`src/rtl/pipe_adder_pkg.sv`:
```
// Shared constants and elaboration helpers for the pipelined N-operand adder tree.
package pipe_adder_pkg;

  function automatic int unsigned clog2(input int unsigned n);
    int unsigned r;
    r = 0;
    while ((64'd1 << r) < 64'(n)) r++;
    return r;
  endfunction

  // Operands produced by one tree level from n inputs (odd leftover passes through).
  function automatic int unsigned half_up(input int unsigned n);
    return (n + 1) / 2;
  endfunction

  function automatic int unsigned ops_at_level(input int unsigned n, input int unsigned k);
    int unsigned c;
    c = n;
    for (int unsigned i = 0; i < k; i++) c = half_up(c);
    return c;
  endfunction

  // Bit offset of level k inside the flat inter-level data bus (level 0 = raw operands).
  function automatic int unsigned bus_off(input int unsigned n, input int unsigned w,
                                          input int unsigned k);
    int unsigned off;
    off = 0;
    for (int unsigned i = 0; i < k; i++) off += ops_at_level(n, i) * (w + i);
    return off;
  endfunction

  localparam int unsigned DEF_WIDTH   = 8;
  localparam int unsigned DEF_NUM_OPS = 3;
  localparam int unsigned LEVELS      = clog2(DEF_NUM_OPS);
  localparam int unsigned SUM_W       = DEF_WIDTH + LEVELS;

endpackage

```
`src/rtl/pipe_adder_stage.sv`:
```
// One adder-tree level: pairwise sums of IN_CNT operands plus a valid/tag register.
module pipe_adder_stage
  import pipe_adder_pkg::*;
#(
  parameter int unsigned IN_CNT = 3,
  parameter int unsigned IN_W   = 8,
  parameter int unsigned TAG_W  = 4
) (
  input  logic                                 clk,
  input  logic                                 rst,
  input  logic [IN_CNT*IN_W-1:0]               in_data,
  input  logic [TAG_W-1:0]                     in_tag,
  input  logic                                 in_valid,
  input  logic                                 ready,
  output logic [half_up(IN_CNT)*(IN_W+1)-1:0]  out_data,
  output logic [TAG_W-1:0]                     out_tag,
  output logic                                 out_valid
);

  localparam int unsigned OUT_CNT = half_up(IN_CNT);
  localparam int unsigned OW      = IN_W + 1;

  logic [OUT_CNT*OW-1:0] sum;

  for (genvar j = 0; j < OUT_CNT; j++) begin : g_pair
    if (2 * j + 1 < IN_CNT) begin : g_add
      assign sum[j*OW +: OW] = OW'(in_data[2*j*IN_W +: IN_W])
                             + OW'(in_data[(2*j+1)*IN_W +: IN_W]);
    end else begin : g_pass
      assign sum[j*OW +: OW] = OW'(in_data[2*j*IN_W +: IN_W]);
    end
  end

  always_ff @(posedge clk or posedge rst) begin
    if (rst) begin
      out_valid <= 1'b0;
      out_data  <= '0;
      out_tag   <= '0;
    end else if (ready) begin
      out_valid <= in_valid;
      if (in_valid) begin
        out_data <= sum;
        out_tag  <= in_tag;
      end
    end
  end

endmodule

```
`src/rtl/pipe_adder_n.sv`:
```
// Pipelined NUM_OPS-operand adder with req/ack flow control and tag sideband.
// Define PIPE_ADDER_SAT_EN to saturate (and flag ovf) instead of wrapping to OUT_W.
module pipe_adder_n
  import pipe_adder_pkg::*;
#(
  parameter int unsigned WIDTH   = 8,
  parameter int unsigned NUM_OPS = 3,
  parameter int unsigned OUT_W   = WIDTH + clog2(NUM_OPS),
  parameter int unsigned TAG_W   = 4
) (
  input  logic                     clk,
  input  logic                     rst,
  input  logic [NUM_OPS*WIDTH-1:0] ops,
  input  logic [TAG_W-1:0]         tag_in,
  input  logic                     Rin,
  output logic                     Ain,
  output logic [OUT_W-1:0]         out,
  output logic [TAG_W-1:0]         tag_out,
  output logic                     ovf,
  output logic                     Rout,
  input  logic                     Aout
);

  localparam int unsigned LV     = clog2(NUM_OPS);
  localparam int unsigned FULL_W = WIDTH + LV;
  localparam int unsigned BUS_W  = bus_off(NUM_OPS, WIDTH, LV) + FULL_W;

  logic             live;
  logic [LV:0]      v;
  logic [LV:0]      rdy;
  logic [TAG_W-1:0] tg [0:LV];
  logic [BUS_W-1:0] bus;
  logic [FULL_W-1:0] full;

  // Holds Ain low until the first clock edge after reset is released.
  always_ff @(posedge clk or posedge rst) begin
    if (rst) live <= 1'b0;
    else     live <= 1'b1;
  end

  assign v[0]                   = Rin & live;
  assign tg[0]                  = tag_in;
  assign bus[0 +: NUM_OPS*WIDTH] = ops;

  // Ready ripples backwards from the consumer: a stage may load if empty or draining.
  always_comb begin
    rdy     = '0;
    rdy[LV] = Aout;
    for (int unsigned i = 0; i < LV; i++) rdy[LV-1-i] = ~v[LV-i] | rdy[LV-i];
  end

  for (genvar k = 0; k < LV; k++) begin : g_lvl
    localparam int unsigned CNT   = ops_at_level(NUM_OPS, k);
    localparam int unsigned IW    = WIDTH + k;
    localparam int unsigned OFF_I = bus_off(NUM_OPS, WIDTH, k);
    localparam int unsigned OFF_O = bus_off(NUM_OPS, WIDTH, k + 1);

    pipe_adder_stage #(
      .IN_CNT (CNT),
      .IN_W   (IW),
      .TAG_W  (TAG_W)
    ) u_stage (
      .clk       (clk),
      .rst       (rst),
      .in_data   (bus[OFF_I +: CNT*IW]),
      .in_tag    (tg[k]),
      .in_valid  (v[k]),
      .ready     (rdy[k]),
      .out_data  (bus[OFF_O +: half_up(CNT)*(IW+1)]),
      .out_tag   (tg[k+1]),
      .out_valid (v[k+1])
    );
  end

  assign Ain     = rdy[0] & live;
  assign Rout    = v[LV];
  assign tag_out = tg[LV];
  assign full    = bus[BUS_W-FULL_W +: FULL_W];

`ifdef PIPE_ADDER_SAT_EN
  localparam int unsigned CW = ((FULL_W > OUT_W) ? FULL_W : OUT_W) + 1;
  localparam logic [CW-1:0] MAXV = (CW'(1) << OUT_W) - CW'(1);

  always_comb begin
    out = OUT_W'(CW'(full));
    ovf = 1'b0;
    if (CW'(full) > MAXV) begin
      out = '1;
      ovf = 1'b1;
    end
  end
`else
  assign out = OUT_W'(full);
  assign ovf = 1'b0;
`endif

endmodule

```
`config.mk`:
```
export PLATFORM = sky130hd
export DESIGN_NAME = pipe_adder_n
export DESIGN_NICKNAME = d
export VERILOG_FILES = /design/src/rtl/pipe_adder_pkg.sv /design/src/rtl/pipe_adder_stage.sv /design/src/rtl/pipe_adder_n.sv
export SDC_FILE = /design/constraint.sdc
export NUM_CORES = 1
export LEC_CHECK = 0
export BUFFER_PORTS_ARGS = -buffer_cell sky130_fd_sc_hd__buf_2
export CORE_MARGIN = 10
export CORE_UTILIZATION = 56
export DETAILED_ROUTE_END_ITERATION = 12
export PLACE_DENSITY = 0.88
export REMOVE_ABC_BUFFERS = 1
export SYNTH_ARGS = -nofsm -noshare
export SYNTH_HDL_FRONTEND = slang
export SYNTH_HIERARCHICAL = 1
export SYNTH_SLANG_ARGS = --single-unit
```
`constraint.sdc`:
```
create_clock -name clk -period 3.1 [get_ports clk]
set_input_delay 0.62 -clock clk [delete_from_list [all_inputs] [get_ports clk]]
set_output_delay 0.62 -clock clk [all_outputs]
set_load 0.05 [all_outputs]
```
==> results.py <==
metrics = {
    "setup_path": {
        "critPathMaxStageDelay_ps": 430,
        "path_cells": "buf_2 -> ha_1 -> fa_1 -> a211oi_2 -> nor2_1 -> o31a_1 -> o31ai_1",
        "critPathCaptureType": "flop",
        "reg2regPathDepth": 8,
        "r2r_end": "g_lvl[1].u_stage/out_data[8]",
        "cp_slowest_cell": "fa_1",
        "critPathRequiredTime_ps": 3290,
        "r2r_slack_ps": 1070,
        "path_buf_inv": 1,
        "critPathKind": "in -> reg",
        "cp-start-kind": "primary input",
        "path_max_fanout": 3,
        "critPathTopFamily": "compound AO/OA/AOI/OAI gates",
        "cp_data_arrival_time_ps": 2230,
        "timing.rr.start": "g_lvl[0].u_stage/out_data[0]",
    },
    "final_layout": {
        "nNetsFinal": 295,
        "layout_common_cells": "47 x buf_2, 38 x dfrtp_1, 17 x ha_1",
        "final_area_mm2": 0.002555,
        "final_util_pct": 69.27,
        "area_growth_pct": 18.24,
        "drive_gt1_share_pct": 26.53,
        "num-fill-cells": 288,
        "n_antenna_cell": 0,
        "mostFrequentLayoutCell": "buf_2",
    },
    "sta": {
        "fmax_mhz": 490.7,
        "fin_setup_tns_ps": 0,
        "tightest_slew_ps": 815.5,
        "hold_violations": 0,
        "min_period_ps": 2038,
        "finClkSkew_ps": 4.951,
        "hold_slack_ps": 174.8,
        "maxSlewHeadroom_pct": 45.57,
        "final_max_slew_viol_count": 0,
        "min_period_over_period_pct": 65.75,
        "rsz0062_at_grt": "false",
        "setup_violations": 0,
    },
    "route": {
        "antenna_left": 0,
        "drc_errors": 0,
        "wl_um": 4461,
        "drt_iter0_markers": 128,
        "drtPass1Iterations": 4,
        "vias": 1690,
        "wl_per_cell_um": 15.23,
        "post_drt_via_cell_ratio": 5.768,
    },
    "logic_synthesis": {
        "synth_cell_types": 43,
        "ys_seq_elements": 38,
        "synth_top_family_by_area": "compound AO/OA/AOI/OAI gates",
        "synth_edf_count": 0,
        "synth-simple-area-share_pct": 11.06,
        "yosysSeqAreaShare_pct": 44.01,
        "synth.cell_area_mm2": 0.002161,
        "ys_warn_count": 6,
        "syn_area_per_cell_um2": 10.97,
        "synthAdderAreaFrac_pct": 11.70,
        "synthCells": 197,
        "synth_compound_area_share_pct": 17.43,
        "synth_ff_type": "dfrtp_1",
        "synthMuxAreaShare_pct": 9.902,
        "synthXorXnorAreaFrac_pct": 2.027,
        "synthArstFlopShare_pct": 100.0,
    },
    "floorplan": {
        "boundaryPins": 49,
        "num_rows": 22,
        "core_area_mm2": 0.003689,
        "die_h_um": 82.12,
        "die_area_mm2": 0.006743,
        "initial_core_util_pct": 58.58,
        "die_x_um": 82.12,
    },
    "power_and_ir_drop": {
        "comb_power_share_pct": 40.2,
        "ir_drop_v": 0.0003890,
        "p_int_w": 0.001208,
        "sequentialPowerShare_pct": 34.6,
        "power.leakage_nw": 1.249,
        "swShare_pct": 39.03,
        "power_density_mw_per_mm2": 775.6,
        "p_switching_w": 0.0007734,
        "clockPowerShare_pct": 25.2,
    },
    "global_route": {
        "track_usage_pct": 14.18,
        "grt_util_met2_pct": 25.47,
        "antenna_found_initial": 0,
        "grt_use_met3_pct": 4.428,
        "groute.layer.met1.usage_pct": 15.17,
        "busiest_layer": "met2",
        "grt_max_degree": 25,
        "grt_remaining_overflow": 0,
        "first_global_vias": 1706,
        "grt_pass1_wl_um": 7534,
    },
    "placed_design": {
        "place.gp.congestion": 0.8250,
        "place_area_mm2": 0.002417,
        "hpwl_um": 3497,
        "io_buffers": 47,
    },
    "clocking": {
        "cts_setup_buffers": 0,
        "clock-sinks": 38,
        "clk_latency_ps": 290,
        "cts_hold_buffers": 0,
        "cts.reportedPaths.clkPinSlew_ps": 70,
        "cts_buffers": 5,
        "cts_tree": "built",
        "cts_resized": 0,
        "clockBufferDepth": 2,
        "cts.htree.levels": 2,
        "clock-root-buffer": "clkbuf_8",
    },
    "hold_path": {
        "hold_class": "in -> async",
    },
    "run": {
        "cap_violations": 0,
    },
    "status": {
        "status": "finished clean",
    },
}
metrics by stage:
stage          power [W]  instances  worst slack, ps
2_1_floorplan   0.001304        190            978.3
3_3_place_gp    0.001465        285            802.3
3_5_place_dp    0.001490        285            795.8
4_1_cts         0.001995        293             1064
5_1_grt         0.002108        293            986.2
6_report        0.001982        293             1062
kinds of logic after synthesis:
kind of cell | count (synthesis)
compound gates | 55
xor+xnor | 5
fa+ha+maj | 19
buf+inv | 16
flops | 38
mux | 19
other cells | 3
simple gates | 42
state kept, by name, summed over array words and instances, names as in the netlist:
name                     cells
g_lvl.u_stage/out_data      27
g_lvl.u_stage/out_valid      2
live                         1
g_lvl.u_stage/out_tag        8
how the worst max path moves through the flow:
| stage | from | endpoint | slack [ps] | cells past startpoint |
|---|---|---|---|---|
| floorplan | ops[0] | g_lvl[0].u_stage/out_data[8] | 980 | 6 |
| CTS | g_lvl[0].u_stage/out_data[0] | g_lvl[1].u_stage/out_data[8] | 1060 | 8 |
| finish | ops[0] | g_lvl[0].u_stage/out_data[6] | 1060 | 7 |
| global placement | ops[0] | g_lvl[0].u_stage/out_data[8] | 800 | 7 |
| global route | g_lvl[0].u_stage/out_data[0] | g_lvl[1].u_stage/out_data[8] | 990 | 8 |
| detailed placement | ops[0] | g_lvl[0].u_stage/out_data[8] | 800 | 7 |
power by group through the flow:
stage	combinational, W	sequential [W]	clock [W]
CTS	0.000801	0.000688	0.000505
floorplan	0.000357	0.000947	0
finish	0.000796	0.000686	0.000500
global placement	0.000776	0.000689	0
detailed placement	0.000793	0.000696	0
global route	0.000870	0.000705	0.000532
final cells by class:
| type | count | area [um2] | area share [%] |
|---|---|---|---|
| sequential | 38 | 950.9 | 37.22 |
| timing repair buffer | 47 | 235.2 | 9.207 |
| multi-input combinational | 143 | 1137 | 44.52 |
| clock buffer | 5 | 68.82 | 2.693 |
| tap | 48 | 60.06 | 2.351 |
| inverter | 9 | 33.78 | 1.322 |
| clock inverter | 3 | 68.82 | 2.693 |
layer usage:
metal,vias up,part of all wire (%)
met5,-,0
met3,10,7.3
met4,0,1.9
met2,63,50
met1,807,40
li1,810,-
cells in the mapped netlist (2+ instances only):
cell      instances  share of area (%)
dfrtp_1          38                 44
ha_1             17                9.8
mux2_1           14                7.3
o21ai_0          14                3.2
nand2_1          13                2.3
inv_1             9                1.6
a211oi_1          7                2.4
nor2_1            7                1.2
nor3_1            6                1.4
o21a_1            6                2.1
mux2_2            5                2.6
o31ai_1           5                1.7
a21o_1            4                1.4
a21oi_1           4               0.93
o21bai_1          4                1.4
xor2_1            4                1.6
buf_4             3                1.0
clkbuf_1          3               0.52
conb_1            3               0.52
nor3b_1           3                1.0
and2_1            2               0.58
fa_1              2                1.9
o21ai_1           2               0.46
o31a_1            2               0.81
or3_1             2               0.58
No activity file was read; power rests on OpenSTA's default activity.
